==> src/rtl/i2c_target.sv <==
// I2C target with a byte-addressed register file: 7-bit addressing, pointer
// writes, auto-incrementing burst reads/writes, repeated START, no stretching.
module i2c_target #(
  parameter logic [6:0] DEV_ADDR    = 7'h1D,
  parameter int         REG_AW      = 4,
  parameter int         ID_REG_ADDR = 0,
  parameter logic [7:0] ID_VALUE    = 8'hE5
) (
  input  logic              clk,
  input  logic              rst,
  input  logic              scl_i,
  input  logic              sda_i,
  output logic              sda_oe,
  input  logic              ext_we,
  input  logic [REG_AW-1:0] ext_addr,
  input  logic [7:0]        ext_data,
  output logic              wr_strobe,
  output logic [REG_AW-1:0] wr_addr,
  output logic [7:0]        wr_data,
  output logic              busy
);

  localparam int                NUM_REGS = 1 << REG_AW;
  localparam logic [REG_AW-1:0] ID_ADDR  = REG_AW'(ID_REG_ADDR);
  localparam logic [REG_AW-1:0] PTR_ONE  = REG_AW'(1);

  typedef enum logic [3:0] {
    ST_IDLE, ST_ADDR, ST_ADDR_ACK, ST_REG, ST_REG_ACK,
    ST_WDATA, ST_WDATA_ACK, ST_RDATA, ST_RDATA_ACK, ST_WAIT
  } state_t;

  logic scl_q1, scl_q2, scl_q3, sda_q1, sda_q2, sda_q3;
  logic scl_rise, scl_fall, start_det, stop_det, sda_bit;

  state_t            state, state_nxt;
  logic [3:0]        bit_cnt, bit_cnt_nxt;
  logic [6:0]        shift, shift_nxt;
  logic [7:0]        tx, tx_nxt;
  logic              rw, rw_nxt;
  logic [REG_AW-1:0] ptr, ptr_nxt;
  logic              sda_oe_nxt, busy_nxt, wr_strobe_nxt;
  logic [REG_AW-1:0] wr_addr_nxt;
  logic [7:0]        wr_data_nxt;
  logic              reg_we;
  logic [7:0]        regs [NUM_REGS];
  logic [7:0]        rx_byte, rd_byte;

  assign rx_byte = {shift, sda_bit};
  assign rd_byte = (ptr == ID_ADDR) ? ID_VALUE : regs[ptr];

  // Pin synchronizers plus registered bus events (3 clk pin-to-detection).
  always_ff @(posedge clk) begin
    if (rst) begin
      {scl_q1, scl_q2, scl_q3} <= 3'b111;
      {sda_q1, sda_q2, sda_q3} <= 3'b111;
      scl_rise  <= 1'b0;
      scl_fall  <= 1'b0;
      start_det <= 1'b0;
      stop_det  <= 1'b0;
      sda_bit   <= 1'b1;
    end else begin
      {scl_q3, scl_q2, scl_q1} <= {scl_q2, scl_q1, scl_i};
      {sda_q3, sda_q2, sda_q1} <= {sda_q2, sda_q1, sda_i};
      scl_rise  <= scl_q2 & ~scl_q3;
      scl_fall  <= ~scl_q2 & scl_q3;
      start_det <= scl_q2 & scl_q3 & ~sda_q2 & sda_q3;
      stop_det  <= scl_q2 & scl_q3 & sda_q2 & ~sda_q3;
      sda_bit   <= sda_q2;
    end
  end

  // Protocol state and registered outputs.
  always_ff @(posedge clk) begin
    if (rst) begin
      state     <= ST_IDLE;
      bit_cnt   <= 4'd0;
      shift     <= 7'd0;
      tx        <= 8'd0;
      rw        <= 1'b0;
      ptr       <= '0;
      sda_oe    <= 1'b0;
      busy      <= 1'b0;
      wr_strobe <= 1'b0;
      wr_addr   <= '0;
      wr_data   <= 8'd0;
    end else begin
      state     <= state_nxt;
      bit_cnt   <= bit_cnt_nxt;
      shift     <= shift_nxt;
      tx        <= tx_nxt;
      rw        <= rw_nxt;
      ptr       <= ptr_nxt;
      sda_oe    <= sda_oe_nxt;
      busy      <= busy_nxt;
      wr_strobe <= wr_strobe_nxt;
      wr_addr   <= wr_addr_nxt;
      wr_data   <= wr_data_nxt;
    end
  end

  // Next-state logic; START/STOP override whatever the FSM is doing.
  always_comb begin
    state_nxt     = state;
    bit_cnt_nxt   = bit_cnt;
    shift_nxt     = shift;
    tx_nxt        = tx;
    rw_nxt        = rw;
    ptr_nxt       = ptr;
    sda_oe_nxt    = sda_oe;
    busy_nxt      = busy;
    wr_strobe_nxt = 1'b0;
    wr_addr_nxt   = wr_addr;
    wr_data_nxt   = wr_data;
    reg_we        = 1'b0;
    if (start_det || stop_det) begin
      state_nxt   = start_det ? ST_ADDR : ST_IDLE;
      busy_nxt    = start_det;
      bit_cnt_nxt = 4'd0;
      shift_nxt   = 7'd0;
      sda_oe_nxt  = 1'b0;
    end else begin
      case (state)
        ST_ADDR, ST_REG, ST_WDATA: begin
          if (scl_rise && bit_cnt != 4'd7) begin
            shift_nxt   = rx_byte[6:0];
            bit_cnt_nxt = bit_cnt + 4'd1;
          end else if (scl_rise) begin
            bit_cnt_nxt = 4'd0;
            shift_nxt   = 7'd0;
            case (state)
              ST_ADDR: begin
                if (rx_byte[7:1] == DEV_ADDR) begin
                  rw_nxt    = rx_byte[0];
                  state_nxt = ST_ADDR_ACK;
                end else begin
                  state_nxt = ST_WAIT;
                end
              end
              ST_REG: begin
                ptr_nxt   = rx_byte[REG_AW-1:0];
                state_nxt = ST_REG_ACK;
              end
              default: begin
                // The ID register swallows writes silently but still ACKs.
                if (ptr != ID_ADDR) begin
                  reg_we        = 1'b1;
                  wr_strobe_nxt = 1'b1;
                  wr_addr_nxt   = ptr;
                  wr_data_nxt   = rx_byte;
                end else begin
                  reg_we = 1'b0;
                end
                ptr_nxt   = ptr + PTR_ONE;
                state_nxt = ST_WDATA_ACK;
              end
            endcase
          end else begin
            state_nxt = state;
          end
        end
        ST_ADDR_ACK, ST_REG_ACK, ST_WDATA_ACK: begin
          if (scl_fall && !sda_oe) begin
            sda_oe_nxt = 1'b1;
          end else if (scl_fall) begin
            sda_oe_nxt = 1'b0;
            case (state)
              ST_ADDR_ACK: begin
                if (rw) begin
                  state_nxt   = ST_RDATA;
                  tx_nxt      = {rd_byte[6:0], 1'b0};
                  sda_oe_nxt  = ~rd_byte[7];
                  bit_cnt_nxt = 4'd1;
                end else begin
                  state_nxt = ST_REG;
                end
              end
              default: state_nxt = ST_WDATA;
            endcase
          end else begin
            state_nxt = state;
          end
        end
        ST_RDATA: begin
          // bit_cnt counts bits already presented; 0 means load on this fall.
          if (scl_fall && bit_cnt == 4'd0) begin
            tx_nxt      = {rd_byte[6:0], 1'b0};
            sda_oe_nxt  = ~rd_byte[7];
            bit_cnt_nxt = 4'd1;
          end else if (scl_fall && bit_cnt == 4'd8) begin
            sda_oe_nxt  = 1'b0;
            bit_cnt_nxt = 4'd0;
            state_nxt   = ST_RDATA_ACK;
          end else if (scl_fall) begin
            sda_oe_nxt  = ~tx[7];
            tx_nxt      = {tx[6:0], 1'b0};
            bit_cnt_nxt = bit_cnt + 4'd1;
          end else begin
            state_nxt = state;
          end
        end
        ST_RDATA_ACK: begin
          if (scl_rise && !sda_bit) begin
            ptr_nxt   = ptr + PTR_ONE;
            state_nxt = ST_RDATA;
          end else if (scl_rise) begin
            state_nxt = ST_WAIT;
          end else begin
            state_nxt = state;
          end
        end
        ST_IDLE, ST_WAIT: state_nxt = state;
        default:          state_nxt = ST_IDLE;
      endcase
    end
  end

  // Register file; an I2C write beats a fabric write to the same address.
  always_ff @(posedge clk) begin
    if (rst) begin
      for (int i = 0; i < NUM_REGS; i++) begin
        regs[i] <= 8'd0;
      end
    end else begin
      if (ext_we && !(reg_we && ext_addr == ptr)) begin
        regs[ext_addr] <= ext_data;
      end
      if (reg_we) begin
        regs[ptr] <= rx_byte;
      end
    end
  end

endmodule
==> config.mk <==
export PLATFORM = sky130hd
export DESIGN_NAME = i2c_target
export DESIGN_NICKNAME = d
export VERILOG_FILES = /design/src/rtl/i2c_target.sv
export SDC_FILE = /design/constraint.sdc
export NUM_CORES = 1
export LEC_CHECK = 0
export ABC_AREA = 1
export CAP_MARGIN = 5
export CORE_UTILIZATION = 65
export CTS_CLUSTER_SIZE = 30
export DETAILED_ROUTE_END_ITERATION = 10
export PLACE_DENSITY = 0.84
export SLEW_MARGIN = 20
export SYNTH_ARGS = -nofsm -noshare
export SYNTH_HDL_FRONTEND = slang
export SYNTH_SLANG_ARGS = --single-unit
==> constraint.sdc <==
create_clock -name clk -period 3.9 [get_ports clk]
set_input_delay 0.78 -clock clk [delete_from_list [all_inputs] [get_ports clk]]
set_output_delay 0.78 -clock clk [all_outputs]
set_load 0.05 [all_outputs]
Word-level counts from Yosys, hierarchy flattened. Memories as Yosys holds them, arrays and structs flattened. A register that Yosys moved wholly into a read port is not among the register bits. Cells that the tools add are included.

Register bits: 53. RAM bits: 128. Output and inout bits: 15. Memories kept: 1.

Memory list: regs (depth 16, bits a word 8, read ports 1, clocked after Yosys merged registers in 1, wr ports 16, RTL line 45) `logic [7:0] regs [NUM_REGS];`.

$add $sub $neg: 2. Equal/unequal tests: 34. Muxes and demuxes: 71. Bitwise logic cells: 16. Reduce and logical (&&, ||, !) cells: 34.

Operators with widths (count): $mux W4 (27); $mux W8 (10); $ne A3 B3 Y1 const B (10); $mux W1 (24); $pmux W4 S2 (3); $pmux W4 S5 (1); $ne A2 B2 Y1 const B (9); $reduce_and A6 Y1 (3); $eq A4 B3 Y1 const B (4); $pmux W8 S2 (1); $reduce_and A8 Y1 (2); $reduce_or A8 Y1 (2); $mux W7 (2); $eq A4 B4 Y1 const B (3); $logic_not A4 Y1 (3); $pmux W4 S3 (1); $not A1 Y1 (9); $add A4 B1 Y4 const B (2); $eq A4 B2 Y1 const B (2); $ne A4 B4 Y1 const B (2); $and A1 B1 Y1 (7); $eq A7 B5 Y1 const B (1); $logic_and A1 B1 Y1 (7); $reduce_and A7 Y1 (1); 14 further kinds (21).

Logic depth before layout (Yosys ltp).
Depth in word-level cells: 15. Gate-level depth with buffers: 14. Mapped depth without buffers: 14.

Least setup slack after synthesis. Ideal clock, no wire load.

Kind: register to register. From: reg ptr[0]. To: mem regs[7][0] (enable). Data arrival time: 2.197 ns. Path slack: 1.366 ns. Cell stages (with the launch flop): 11. Path buffers: 1. Clock period less this slack: 2.534 ns. Cells stage by stage: dfxtp_1 > inv_1 > ha_1 > clkbuf_1 > nand2_1 > nand2_1 > nor3_4 > nand2_4 > nor2_4 > nand2_2 > nand3_1.

RTL lines: from (decl) (RTL line 40) `logic [REG_AW-1:0] ptr, ptr_nxt;`; from (signal assigned) (RTL line 92) `ptr <= ptr_nxt;`; to (decl) (RTL line 45).

==> results.tsv <==
metric	value	unit
clk root buf	clkbuf_16	
vias per cell	6.294	
critical path buffer and inverter count	1	
leakage	4.438	nW
Hold Path Class	reg2reg	
Syn Inst Count	1271	
P per Cell Area	397.4	nW/um2
setup violators final	0	
clock group share of total power	42.0	%
Final Hold Viols	0	
grt ovf	0	
Sequential Power Share	50.6	%
VDD IR-drop max	0.3039	mV
max-slew violation count	0	
Worst-Skew Late Latency	0.44	ns
Hold Slack	0.4187	ns
crit-path cells	inv_1 > ha_1 > nand2_1 > nand2_1 > nor3_4 > nand2_1 > nand2_1 > nor2_1 > nand2_1 > nand3_1	
Die ar.	15760	um2
Cell Int Power	3.332	mW
metal2 WL	12470	um
CTS Buf Count	17	
# hold bufs at CTS	0	
IO buf count	31	
routability congestion estimate	0.9513	
mapped cell area	9918	um2
critical path's slowest cell	ha_1	
largest net degree at the start of global routing	67	
Worst slew margin	22.12	%
H-tree depth	4	
Resize count post-CTS	0	
DR top layer	met4	
Mapped Nets	1294	
Post-CTS Setup Inserts	0	
Initial DRC Count	1637	
Yosys warnings	0	
Net Sw Power	1.018	mW
GRT Total Usage	38.14	%
clock sink total	184	
initial cell density of the core	67.48	%
Top Ports	32	
vias in the first global route	8413	
met3 WL	4320	um
outcome	finished clean	
DRC viols	0	
classification of the worst setup path	reg2reg	
Nets	1290	
Worst Clk Skew	0.008597	ns
final setup TNS	0	ns
post-route ant nets	0	
post-detail-place hpwl	18760	um
Via Count	9215	
Setup crit start kind	flop	
final worst-path cycle share	79.24	%
CTS tree	yes	
Net Sw Frac	23.40	%
WP data required	4.00	ns
buffer depth of the longest clock path	2	
Post-Syn Area per Cell	7.804	um2
initial antenna violation count	0	
clk slew on worst S/H paths	0.07	ns
Final Critical Period	3.090	ns
Seq/Total Area, Yosys	50.06	%
Gate power share	7.3	%
Worst-Margin Slew	1.167	ns
worst stage delay on the critical path	0.44	ns
Die W	125.5	um
cell family with most CP delay	simple AND/OR/NAND/NOR gates	
worst path arrival time	3.19	ns
Antenna Cells	0	
# fillers	1070	
Area Overhead vs Synth	10.36	%
Rows	44	
Core Area	14700	um2
RSZ-0062 raised after global routing	no	
fmax	323.6	MHz
Crit path top cell by count	nand2_1	
Critical Path Fanout Max	9	
first-pass GRT wire length	45150	um
share of cells above drive strength 1	7.266	%
TritonRoute pass-1 iters	7	
Distinct cells, synth	38	
met1 wire length	10680	um
Yosys reg bits	184	
Wirelength per Cell	19.91	um
die height	125.5	um
CP endpoint kind	flop	
total wire length	29150	um
Max-cap violations	0	
==> cell usage in the layout, fill, tap and decap left out, types with 2 or more instances in the layout <==
master           netlist  routed
dfxtp_1               56      55
o21a_1                 2       2
or2_2                  4       4
inv_4                  0       3
clkinv_2               2       4
o21ai_0              195     195
clkbuf_16              0      21
nor2_2                 2       2
nor2_8                 2       2
ha_1                   6       6
o21ai_1               11      11
clkinv_1               2       2
nand2_1              379     379
clkdlybuf4s50_1        0      31
nor2_1               140     140
inv_1                 76      76
buf_4                  1      15
a211oi_1               2       2
nand2_2                8       8
nor2_4                 7       7
o221ai_1               4       4
nand4_1                7       7
edfxtp_1             128     128
a21oi_1               46      46
nor4_1                 2       2
nor3_1                 5       5
nand3_1               65      65
nand2_4                8       8
o211ai_1              25      25
xor2_1                 4       4
inv_6                  0       4
inv_2                  6       6
nand3_2                2       2
==> registers in the layout, indices dropped and copies added (netlist names), 4 cells and up, named ones only <==
signal	count
wr_addr	4
shift	7
bit_cnt	4
state	4
ptr	4
regs	128
tx	7
wr_data	8
==> cells by family (layout without fill, tap and decap cells) <==
logic type	after synthesis	in the layout	synth area share [%]
adder cells (fa/ha/maj)	6	6	0.7569
XOR/XNOR	4	4	0.3532
flip-flops	184	184	50.06
AND/OR/NAND/NOR	634	634	27.40
AO/OA/AOI/OAI	288	288	15.49
buffers and inverters	155	164	5.942
==> synthesized netlist by cell type (all sizes together) <==
master	number	area share, %
nand2	395	16
o21ai	207	10
nor2	151	6.6
edfxtp	128	39
inv	82	3.1
nand3	68	3.7
dfxtp	56	11
clkbuf	55	2.1
a21oi	46	2.3
o211ai	25	1.9
buf	14	0.58
nand4	7	0.44
ha	6	0.76
nor3	6	0.42
clkinv	4	0.18
o221ai	4	0.35
or2	4	0.25
xor2	4	0.35
nor4	3	0.25
a211oi	2	0.15
o21a	2	0.15
a31oi	1	0.063
o31ai	1	0.076
==> stage by stage <==
step | setup slack (ns) | util [%] | total power [mW] | cell area [um2] | instances
finish | 0.8095 | 74.46 | 4.350 | 10950 | 1464
detailed placement | 0.8345 | 70.13 | 2.548 | 10310 | 1432
CTS | 0.8920 | 74.46 | 4.330 | 10950 | 1464
global route | 0.7193 | 74.46 | 4.454 | 10950 | 1464
floorplan | 1.366 | - | 2.436 | 9918 | 1271
global placement | 0.8829 | 70.13 | 2.541 | 10310 | 1432
==> layout make-up <==
cell class                 instances  area (um2)  share of cell area [%]
sequential                       184        4966                   45.37
inverter                          86       325.3                   2.972
tap                              184       230.2                   2.103
clock inverter                    11       111.4                   1.017
timing repair buffer              46       422.9                   3.864
multi-input combinational        932        4364                   39.87
clock buffer                      21       525.5                   4.801
==> path summary, 6_finish.rpt <==
kind | start | end | slack [ns] | depth (start not counted)
worst max-delay path | ptr[0] | regs[7][0] | 0.81 | 10
worst min-delay path | scl_q1 | scl_q2 | 0.42 | 1
worst max register to register | ptr[0] | regs[7][0] | 0.81 | 10
worst min register to register | scl_q1 | scl_q2 | 0.42 | 1
==> power by group through the flow <==
stage	clock, mW	combinational (mW)	sequential (mW)
finish	1.83	0.319	2.20
global route	1.90	0.346	2.21
CTS	1.82	0.307	2.20
detailed placement	0	0.304	2.24
global placement	0	0.300	2.24
floorplan	0	0.207	2.23
==> metal layers <==
layer,vias up,track usage (%)
met1,4076,52.36
met2,726,57.68
li1,4241,-
met5,-,0
met3,172,8.644
met4,0,17.86
No activity file was read; power rests on OpenSTA's default activity.
